File: config.mk
export PLATFORM = sky130hd
export DESIGN_NAME = board_access_arbiter
export DESIGN_NICKNAME = d
export VERILOG_FILES = /design/src/rtl/board_access_arbiter.sv
export SDC_FILE = /design/constraint.sdc
export NUM_CORES = 1
export LEC_CHECK = 0
export BUFFER_PORTS_ARGS = -buffer_cell sky130_fd_sc_hd__buf_2
export CAP_MARGIN = 20
export CELL_PAD_IN_SITES_DETAIL_PLACEMENT = 0
export CELL_PAD_IN_SITES_GLOBAL_PLACEMENT = 1
export CORE_MARGIN = 1
export CORE_UTILIZATION = 41
export CTS_CLUSTER_SIZE = 10
export DETAILED_ROUTE_END_ITERATION = 12
export PLACE_DENSITY_LB_ADDON = 0.1
export SYNTH_ARGS = -nofsm -noshare
export SYNTH_HDL_FRONTEND = slang
export SYNTH_SLANG_ARGS = --single-unit
File: constraint.sdc
create_clock -name i_clk -period 7.3 [get_ports i_clk]
set_input_delay 0.73 -clock i_clk [delete_from_list [all_inputs] [get_ports i_clk]]
set_output_delay 0.73 -clock i_clk [all_outputs]
set_load 0.01 [all_outputs]
File: src/rtl/board_access_arbiter.sv
// Round-robin arbiter sharing the single-ported board tile memory between actor
// controllers; one access in flight at a time, read data routed back to the winner.
module board_access_arbiter #(
  parameter int N_REQ   = 5,
  parameter int ADDR_W  = 10,
  parameter int DATA_W  = 8,
  parameter int MEM_LAT = 2
) (
  input  logic                      i_clk,
  input  logic                      i_rst_n,
  input  logic [N_REQ-1:0]          i_req,
  input  logic [N_REQ-1:0]          i_we,
  input  logic [N_REQ*ADDR_W-1:0]   i_addr,
  input  logic [N_REQ*DATA_W-1:0]   i_wdata,
  input  logic                      i_hold,
  output logic [N_REQ-1:0]          o_gnt,
  output logic [N_REQ-1:0]          o_rvalid,
  output logic [DATA_W-1:0]         o_rdata,
  output logic                      o_busy,
  output logic                      o_mem_en,
  output logic                      o_mem_we,
  output logic [ADDR_W-1:0]         o_mem_addr,
  output logic [DATA_W-1:0]         o_mem_wdata,
  input  logic [DATA_W-1:0]         i_mem_rdata
);

  localparam int PTR_W = (N_REQ > 1) ? $clog2(N_REQ) : 1;
  localparam int CNT_W = 3;

  typedef enum logic [1:0] {IDLE, CMD, WAIT, RESP} state_t;

  state_t            state, state_nx;
  logic [PTR_W-1:0]  ptr, ptr_nx;
  logic [PTR_W-1:0]  w_q, w_nx;
  logic [PTR_W-1:0]  scan_idx, win_idx;
  logic              win_found;
  logic [CNT_W-1:0]  cnt, cnt_nx;
  logic [DATA_W-1:0] cap_q, cap_nx;
  logic [N_REQ-1:0]  gnt_nx, rvalid_nx;
  logic [DATA_W-1:0] rdata_nx, mem_wdata_nx;
  logic [ADDR_W-1:0] mem_addr_nx;
  logic              mem_en_nx, mem_we_nx, busy_nx;

  // Scan from the highest offset down so the lowest offset from ptr wins.
  always_comb begin
    win_found = 1'b0;
    win_idx   = '0;
    scan_idx  = '0;
    for (int i = N_REQ - 1; i >= 0; i--) begin
      scan_idx = PTR_W'((int'(ptr) + i) % N_REQ);
      if (i_req[scan_idx]) begin
        win_found = 1'b1;
        win_idx   = scan_idx;
      end
    end
  end

  // Outputs are computed one state early so every port comes straight from a flop.
  always_comb begin
    state_nx     = state;
    ptr_nx       = ptr;
    w_nx         = w_q;
    cnt_nx       = cnt;
    cap_nx       = cap_q;
    gnt_nx       = '0;
    rvalid_nx    = '0;
    rdata_nx     = o_rdata;
    mem_en_nx    = 1'b0;
    mem_we_nx    = o_mem_we;
    mem_addr_nx  = o_mem_addr;
    mem_wdata_nx = o_mem_wdata;
    case (state)
      IDLE: begin
        if (!i_hold && win_found) begin
          w_nx             = win_idx;
          gnt_nx[win_idx]  = 1'b1;
          mem_en_nx        = 1'b1;
          mem_we_nx        = i_we[win_idx];
          mem_addr_nx      = i_addr[int'(win_idx)*ADDR_W +: ADDR_W];
          mem_wdata_nx     = i_wdata[int'(win_idx)*DATA_W +: DATA_W];
          state_nx         = CMD;
        end
      end
      CMD: begin
        ptr_nx = (w_q == PTR_W'(N_REQ - 1)) ? '0 : w_q + 1'b1;
        if (o_mem_we) begin
          state_nx = IDLE;
        end else begin
          cnt_nx   = CNT_W'(MEM_LAT - 1);
          state_nx = WAIT;
        end
      end
      WAIT: begin
        if (cnt == '0) begin
          cap_nx   = i_mem_rdata;
          state_nx = RESP;
        end else begin
          cnt_nx = cnt - 1'b1;
        end
      end
      RESP: begin
        rvalid_nx[w_q] = 1'b1;
        rdata_nx       = cap_q;
        state_nx       = IDLE;
      end
      default: state_nx = IDLE;
    endcase
    busy_nx = (state_nx != IDLE);
  end

  always_ff @(posedge i_clk) begin
    if (!i_rst_n) begin
      state       <= IDLE;
      ptr         <= '0;
      o_gnt       <= '0;
      o_rvalid    <= '0;
      o_rdata     <= '0;
      o_busy      <= 1'b0;
      o_mem_en    <= 1'b0;
      o_mem_we    <= 1'b0;
      o_mem_addr  <= '0;
      o_mem_wdata <= '0;
    end else begin
      state       <= state_nx;
      ptr         <= ptr_nx;
      o_gnt       <= gnt_nx;
      o_rvalid    <= rvalid_nx;
      o_rdata     <= rdata_nx;
      o_busy      <= busy_nx;
      o_mem_en    <= mem_en_nx;
      o_mem_we    <= mem_we_nx;
      o_mem_addr  <= mem_addr_nx;
      o_mem_wdata <= mem_wdata_nx;
    end
  end

  // Winner, wait counter and captured data are only consumed after being loaded.
  always_ff @(posedge i_clk) begin
    w_q   <= w_nx;
    cnt   <= cnt_nx;
    cap_q <= cap_nx;
  end

endmodule

==> flow_metrics.py, run 1 <==
metrics = {
    "die": {
        "core-area_um2": 11000,
        "pin_count": 150,
        "chipWidth_um": 109,
        "initial_core_util_pct": 42.7,
        "dieArea_um2": 11900,
        "die_y_um": 109,
        "core.rowCount": 38,
    },
    "yosys": {
        "syn_inst": 562,
        "synth_area_um2": 4690,
        "synth_edf_count": 14,
        "syn-num-nets": 695,
        "synth-async-reset-ratio_pct": 0,
        "ys_ff_latch": 58,
        "yosys_warnings": 0,
        "seq_area_frac_synth_pct": 27.7,
        "synth_flop_cell": "dfxtp_1",
        "ys_types": 82,
        "syn_avg_cell_area_um2": 8.35,
    },
    "cts": {
        "clk_latency_ns": 0.33,
        "path_clk_slew_ns": 0.06,
        "cts_setup_buffers": 0,
        "cts_inserted_buffers": 9,
        "htreeDepth": 3,
        "cts-resized-gates": 0,
        "ctsLongestPathBuffers": 2,
        "cts_root_buffer": "clkbuf_16",
        "cts_hold_buf": 0,
        "cts_tree": "built",
        "clock-sinks": 58,
    },
    "grt": {
        "grt_pass1_vias": 4443,
        "grt_overflow": 0,
        "grt_max_degree": 44,
        "grt_pass1_wl_mm": 21.8,
        "antenna_found_initial": 0,
        "grt_usage_pct": 23.4,
    },
    "route": {
        "vias": 4609,
        "ant_nets": 0,
        "drt-vias-per-instance": 5.55,
        "drt-total-wl_mm": 13.5,
        "drc_errors": 0,
        "wire_per_inst_um": 16.2,
        "dr.pass1.iters": 4,
        "drt_iter0_drc": 182,
    },
    "placement": {
        "post_dp_cell_area_um2": 5410,
        "io_buffers": 149,
        "gp_congestion": 0.822,
        "pre_cts_ws_ns": 2.30,
        "dp_hpwl_mm": 9.62,
        "dp_cells": 814,
    },
    "worst_setup_path": {
        "crit_fanout": 38,
        "crit_arrival_ns": 5.30,
        "max_stage_delay_ns": 0.82,
        "path_cells": "inv_1, ha_1, inv_1, ha_1, inv_1, ha_1, and4b_1, a211oi_1, a31oi_1, o21a_1, a41oi_1, o21a_1, buf_4, o21ai_0, a21oi_2, o31a_1",
        "worstSetupStartpointType": "flip-flop",
        "critical_path_class": "reg -> reg",
        "worstSetupEndpointType": "flip-flop",
        "required_ns": 7.57,
        "critPathSlowestCell": "ha_1",
    },
    "sta": {
        "hold_slack_ns": 0.463,
        "drv_slew": 0,
        "finalSetupViolCount": 0,
        "fin_skew_ns": 0.00714,
        "min_period_over_period_pct": 68.8,
        "rsz0062_at_grt": "no",
        "worst_pin_slew_ns": 0.722,
        "fmax_mhz": 199,
        "setup_tns_ns": 0,
        "post-route-min-period_ns": 5.02,
        "relSlewSlack_pct": 51.8,
        "worst_slack_ns": 2.28,
        "hold_viol_final": 0,
    },
    "layout": {
        "drive_gt1_share_pct": 33.2,
        "ff_latch_area_um2": 1300,
        "multi_input_area_um2": 3060,
        "utilization_pct": 52.5,
        "fin_cells": 830,
        "areaGrowthSynthToFinish_pct": 22.8,
        "fillers": 1057,
        "final_nets": 818,
        "final_area_um2": 5760,
        "diodes": 0,
    },
    "pwr": {
        "ir_drop_v": 0.000222,
        "finalPower_mw": 2.29,
        "power.leakage_nw": 2.44,
        "powerDensity_nw_per_um2": 397,
    },
    "hold_path": {
        "min_path_type": "reg -> reg",
    },
    "run_status": {
        "outcome": "complete, no violations",
    },
    "job": {
        "maxCapViolations": 0,
    },
}
==> cell families after synthesis <==
| group | count (synthesis) | synth area share, % |
|---|---|---|
| xor gates and xnor gates | 6 | 1.44 |
| muxes | 14 | 3.33 |
| DFF | 58 | 27.7 |
| adders and majority gates | 22 | 5.87 |
| and+or+nand+nor | 198 | 22.4 |
| buffers and inverters | 64 | 7.22 |
| AOI/OAI and AO/OA | 200 | 32.0 |
==> cells in the final DEF, fill, tap and decap left out, drive strengths merged, types with 11 or more instances in the layout <==
master	Yosys	layout
o21a	24	24
ha	22	22
dfxtp	44	44
edfxtp	14	14
o21ai	49	49
a21oi	50	50
nand2	74	74
nand3	44	44
nor2	14	14
inv	21	21
nor3	12	12
o31a	19	19
buf	30	155
clkbuf	13	12
nor2b	11	11
==> Yosys cell counts (all sizes together), types with 2 or more instances <==
library cell / instances / area (µm²)
a2111oi: 2 / 23.8
a211o: 3 / 26.3
a211oi: 5 / 37.5
a21boi: 9 / 78.8
a21o: 4 / 37.5
a21oi: 50 / 352
a221oi: 2 / 52.6
a22oi: 3 / 22.5
a31oi: 4 / 25.0
a41oi: 2 / 17.5
and2: 7 / 43.8
and3b: 2 / 17.5
buf: 30 / 211
clkbuf: 13 / 48.8
dfxtp: 44 / 881
edfxtp: 14 / 420
ha: 22 / 275
inv: 21 / 78.8
mux2: 3 / 33.8
mux2i: 10 / 100
nand2: 74 / 283
nand2b: 9 / 56.3
nand3: 44 / 225
nand3b: 3 / 22.5
nand4: 3 / 40.0
nand4b: 2 / 17.5
nor2: 14 / 52.6
nor2b: 11 / 68.8
nor3: 12 / 65.1
nor4: 2 / 27.5
o2111ai: 3 / 26.3
o211ai: 4 / 30.0
o21a: 24 / 180
o21ai: 49 / 257
o221ai: 2 / 23.8
o22ai: 2 / 12.5
o311a: 2 / 20.0
o31a: 19 / 166
o31ai: 3 / 36.3
or2: 2 / 12.5
or3: 4 / 30.0
or4b: 3 / 30.0
xnor2: 5 / 51.3
==> path summary, 6_finish.rpt <==
| check | start | end | slack, ns | depth (start not counted) |
|---|---|---|---|---|
| min reg2reg | o_rdata[4] | o_rdata[4] | 0.46 | 2 |
| max reg2reg | ptr[1] | o_mem_addr[1] | 2.28 | 16 |
| max | ptr[1] | o_mem_addr[1] | 2.28 | 16 |
| min | o_rdata[4] | o_rdata[4] | 0.46 | 2 |
==> state kept, by name (all words and copies together) (netlist names), 2 cells and up <==
signal / flops
cap_q: 8
o_gnt: 5
o_mem_addr: 10
o_rdata: 8
state: 2
o_mem_wdata: 8
o_rvalid: 5
ptr: 3
cnt: 3
w_q: 3
==> metal layers <==
metal | global-route usage, % | wire [µm]
met1 | 28.3 | 5850
met5 | 0 | 0
met2 | 39.6 | 6440
met3 | 7.29 | 938
met4 | 7.24 | 229
==> worst max-delay path, delay by kind of cell, from the launching register on <==
kind | cells | cell delay (ns)
and+or+nand+nor | 1 | 0.19
adders and majority gates | 3 | 1.20
buffers and inverters | 4 | 0.92
AOI/OAI and AO/OA | 8 | 2.01
DFF | 1 | 0.64
==> where the power goes <==
group	total (mW)	leakage (nW)	switching (mW)	internal, mW
sequential	0.456	0.488	0.0513	0.404
combinational	1.34	1.79	0.846	0.491
clock	0.495	0.169	0.143	0.352
==> final cells by class <==
class	instances	area share, %
Clock buffer	12	4.45
Inverter	21	1.37
Tap cell	140	3.04
Clock inverter	4	1.69
Sequential cell	58	22.6
Multi-Input combinational cell	440	53.1
Timing Repair Buffer	155	13.7
Note: power is estimated with default switching activity, not from simulation.
==> run 2, diff against run 1 <==
--- a/config.mk
+++ b/config.mk
@@ -10,7 +10,7 @@
 export CELL_PAD_IN_SITES_DETAIL_PLACEMENT = 0
 export CELL_PAD_IN_SITES_GLOBAL_PLACEMENT = 1
 export CORE_MARGIN = 1
-export CORE_UTILIZATION = 41
+export CORE_UTILIZATION = 38
 export CTS_CLUSTER_SIZE = 10
 export DETAILED_ROUTE_END_ITERATION = 12
 export PLACE_DENSITY_LB_ADDON = 0.1
==> constraint.sdc (replaced) <==
create_clock -name i_clk -period 5.1 [get_ports i_clk]
set_input_delay 0.51 -clock i_clk [delete_from_list [all_inputs] [get_ports i_clk]]
set_output_delay 0.51 -clock i_clk [all_outputs]
set_load 0.01 [all_outputs]
==> run 2 against run 1 <==
Clock power rose by 27%. Sequential cell count stayed put. Fmax increased by 12%. Via count fell by 1.3%. Critical path depth up 2. Total power up 40%. Utilization shrank 4.3 points. Register-to-register slack got worse by 1.7 ns. Global-route usage decreased by 1.6 points. Worst hold slack worse by 0.10 ns. Largest cell class unchanged. Highest routed layer unchanged.
==> flow_metrics.py, run 2 (synthesis gave the netlist of run 1 again) <==
metrics = {
    "grt": {
        "grt_max_degree": 40,
        "use_met2_pct": 39.1,
        "grt_use_met1_pct": 26.4,
        "grt_util_met3_pct": 5.68,
        "grt_usage_pct": 21.9,
        "top_usage_layer": "met2",
        "grt_overflow": 0,
        "grt_pass1_vias": 4540,
        "grt_pass1_wl_mm": 22.4,
        "antenna_found_initial": 0,
    },
    "die": {
        "chipWidth_um": 113,
        "core-area_um2": 12000,
        "pin_count": 150,
        "die_y_um": 113,
        "initial_core_util_pct": 39.1,
        "core.rowCount": 40,
        "dieArea_um2": 12800,
    },
    "pwr": {
        "swShare_pct": 46.3,
        "power.leakage_nw": 2.47,
        "power_frac_comb_pct": 60.3,
        "clkPwrFrac_pct": 19.5,
        "switchingPower_mw": 1.49,
        "finalPower_mw": 3.21,
        "ir_drop_v": 0.000404,
        "powerDensity_nw_per_um2": 555,
        "p_int_mw": 1.72,
        "p_seq_share_pct": 20.2,
    },
    "cts": {
        "cts_tree": "built",
        "cts-resized-gates": 0,
        "htreeDepth": 3,
        "path_clk_slew_ns": 0.05,
        "cts_inserted_buffers": 9,
        "ctsLongestPathBuffers": 2,
        "cts_hold_buf": 0,
        "clk_latency_ns": 0.32,
        "cts_root_buffer": "clkbuf_16",
        "clock-sinks": 58,
        "cts_setup_buffers": 0,
    },
    "sta": {
        "hold_viol_final": 0,
        "rsz0062_at_grt": "no",
        "drv_slew": 0,
        "post-route-min-period_ns": 4.48,
        "worst_pin_slew_ns": 0.777,
        "worst_slack_ns": 0.616,
        "setup_tns_ns": 0,
        "relSlewSlack_pct": 47.8,
        "min_period_over_period_pct": 87.9,
        "fmax_mhz": 223,
        "finalSetupViolCount": 0,
        "fin_skew_ns": 0.00807,
    },
    "layout": {
        "largest_reg_flops": 10,
        "final_cell_mix": "149 x buf_2, 72 x nand2_1, 44 x dfxtp_1",
        "final_area_um2": 5790,
        "max_flop_register": "o_mem_addr",
        "areaGrowthSynthToFinish_pct": 23.3,
        "final_nets": 826,
        "diodes": 0,
        "final_common_cell": "buf_2",
        "fillers": 1225,
        "fin_cells": 845,
        "drive_gt1_share_pct": 33.8,
    },
    "worst_setup_path": {
        "crit_path_start": "ptr[1]",
        "timing.rr.end": "o_mem_wdata[4]",
        "ff2ff_setup_slack_ns": 0.62,
        "crit_fanout": 29,
        "worstSetupStartpointType": "flip-flop",
        "required_ns": 5.30,
        "reg2reg_depth": 18,
        "critical_path_class": "reg -> reg",
        "crit_end": "o_mem_wdata[4]",
        "crit_arrival_ns": 4.69,
        "r2r-start": "ptr[1]",
        "worstSetupEndpointType": "flip-flop",
    },
    "route": {
        "drt_iter0_drc": 189,
        "drt-vias-per-instance": 5.38,
        "ant_nets": 0,
        "vias": 4550,
        "drc_errors": 0,
        "wire_per_inst_um": 16.1,
        "dr.pass1.iters": 4,
        "drt-total-wl_mm": 13.6,
    },
    "placement": {
        "dp_hpwl_mm": 9.93,
        "gp_congestion": 0.819,
        "io_buffers": 149,
        "pre_cts_ws_ns": 0.589,
        "dp_cells": 829,
        "post_dp_cell_area_um2": 5480,
    },
    "run_status": {
        "outcome": "complete, no violations",
    },
    "hold_path": {
        "min_path_type": "in -> reg",
        "hold_depth": 1,
    },
    "job": {
        "maxCapViolations": 0,
    },
}
## run 2: stage by stage
step	utilization (%)	hold slack [ns]
2_1_floorplan	-	0.488
6_report	48.2	0.363
4_1_cts	48.2	0.354
3_3_place_gp	45.6	0.451
5_1_grt	48.2	0.350
3_5_place_dp	45.6	0.457
## run 2: how the worst min path moves through the flow
| stage | from | to |
|---|---|---|
| after floorplan | o_rdata[0] | o_rdata[0] |
| after global placement | o_rdata[4] | o_rdata[4] |
| after detailed placement | o_rdata[4] | o_rdata[4] |
| after CTS | i_mem_rdata[3] | cap_q[3] |
| after global routing | i_mem_rdata[3] | cap_q[3] |
| final | i_mem_rdata[3] | cap_q[3] |
## run 2: area by class of cell
cell class	count	area, µm²	area share [%]
Clock buffer	10	229	3.96
Clock inverter	6	81.3	1.41
Inverter	21	78.8	1.36
Multi-Input combinational cell	440	3060	52.9
Sequential cell	58	1300	22.5
Tap cell	147	184	3.18
Timing Repair Buffer	163	851	14.7
## run 2: routing by layer
metal	vias up	wire length (µm)	share of wire [%]
met5	-	0	0
met4	0	126	0.93
met3	11	733	5.4
met2	114	6690	49
met1	2102	6040	44
li1	2323	-	-
## run 2: power by group through the flow
stage / sequential, mW / combinational (mW) / clock [mW]
final: 0.647 / 1.94 / 0.628
after global routing: 0.662 / 2.16 / 0.664
after detailed placement: 0.657 / 1.95 / 0
after floorplan: 0.677 / 1.55 / 0
after global placement: 0.653 / 1.93 / 0
after CTS: 0.649 / 1.96 / 0.641
## run 2: worst max-delay path, cell delays in order (launching register included)
cell and delay, ns:
dfxtp_1 0.30, buf_4 0.19, ha_1 0.25, xor2_2 0.18
inv_2 0.13, ha_1 0.15, inv_1 0.04, ha_1 0.28
and4b_1 0.19, a211oi_1 0.58, a32o_1 0.22, a211o_1 0.17
o21ai_4 0.08, nand3_2 0.14, nor4b_2 0.08, nor4_4 0.59
buf_4 0.43, nand2_1 0.10, o31a_1 0.28
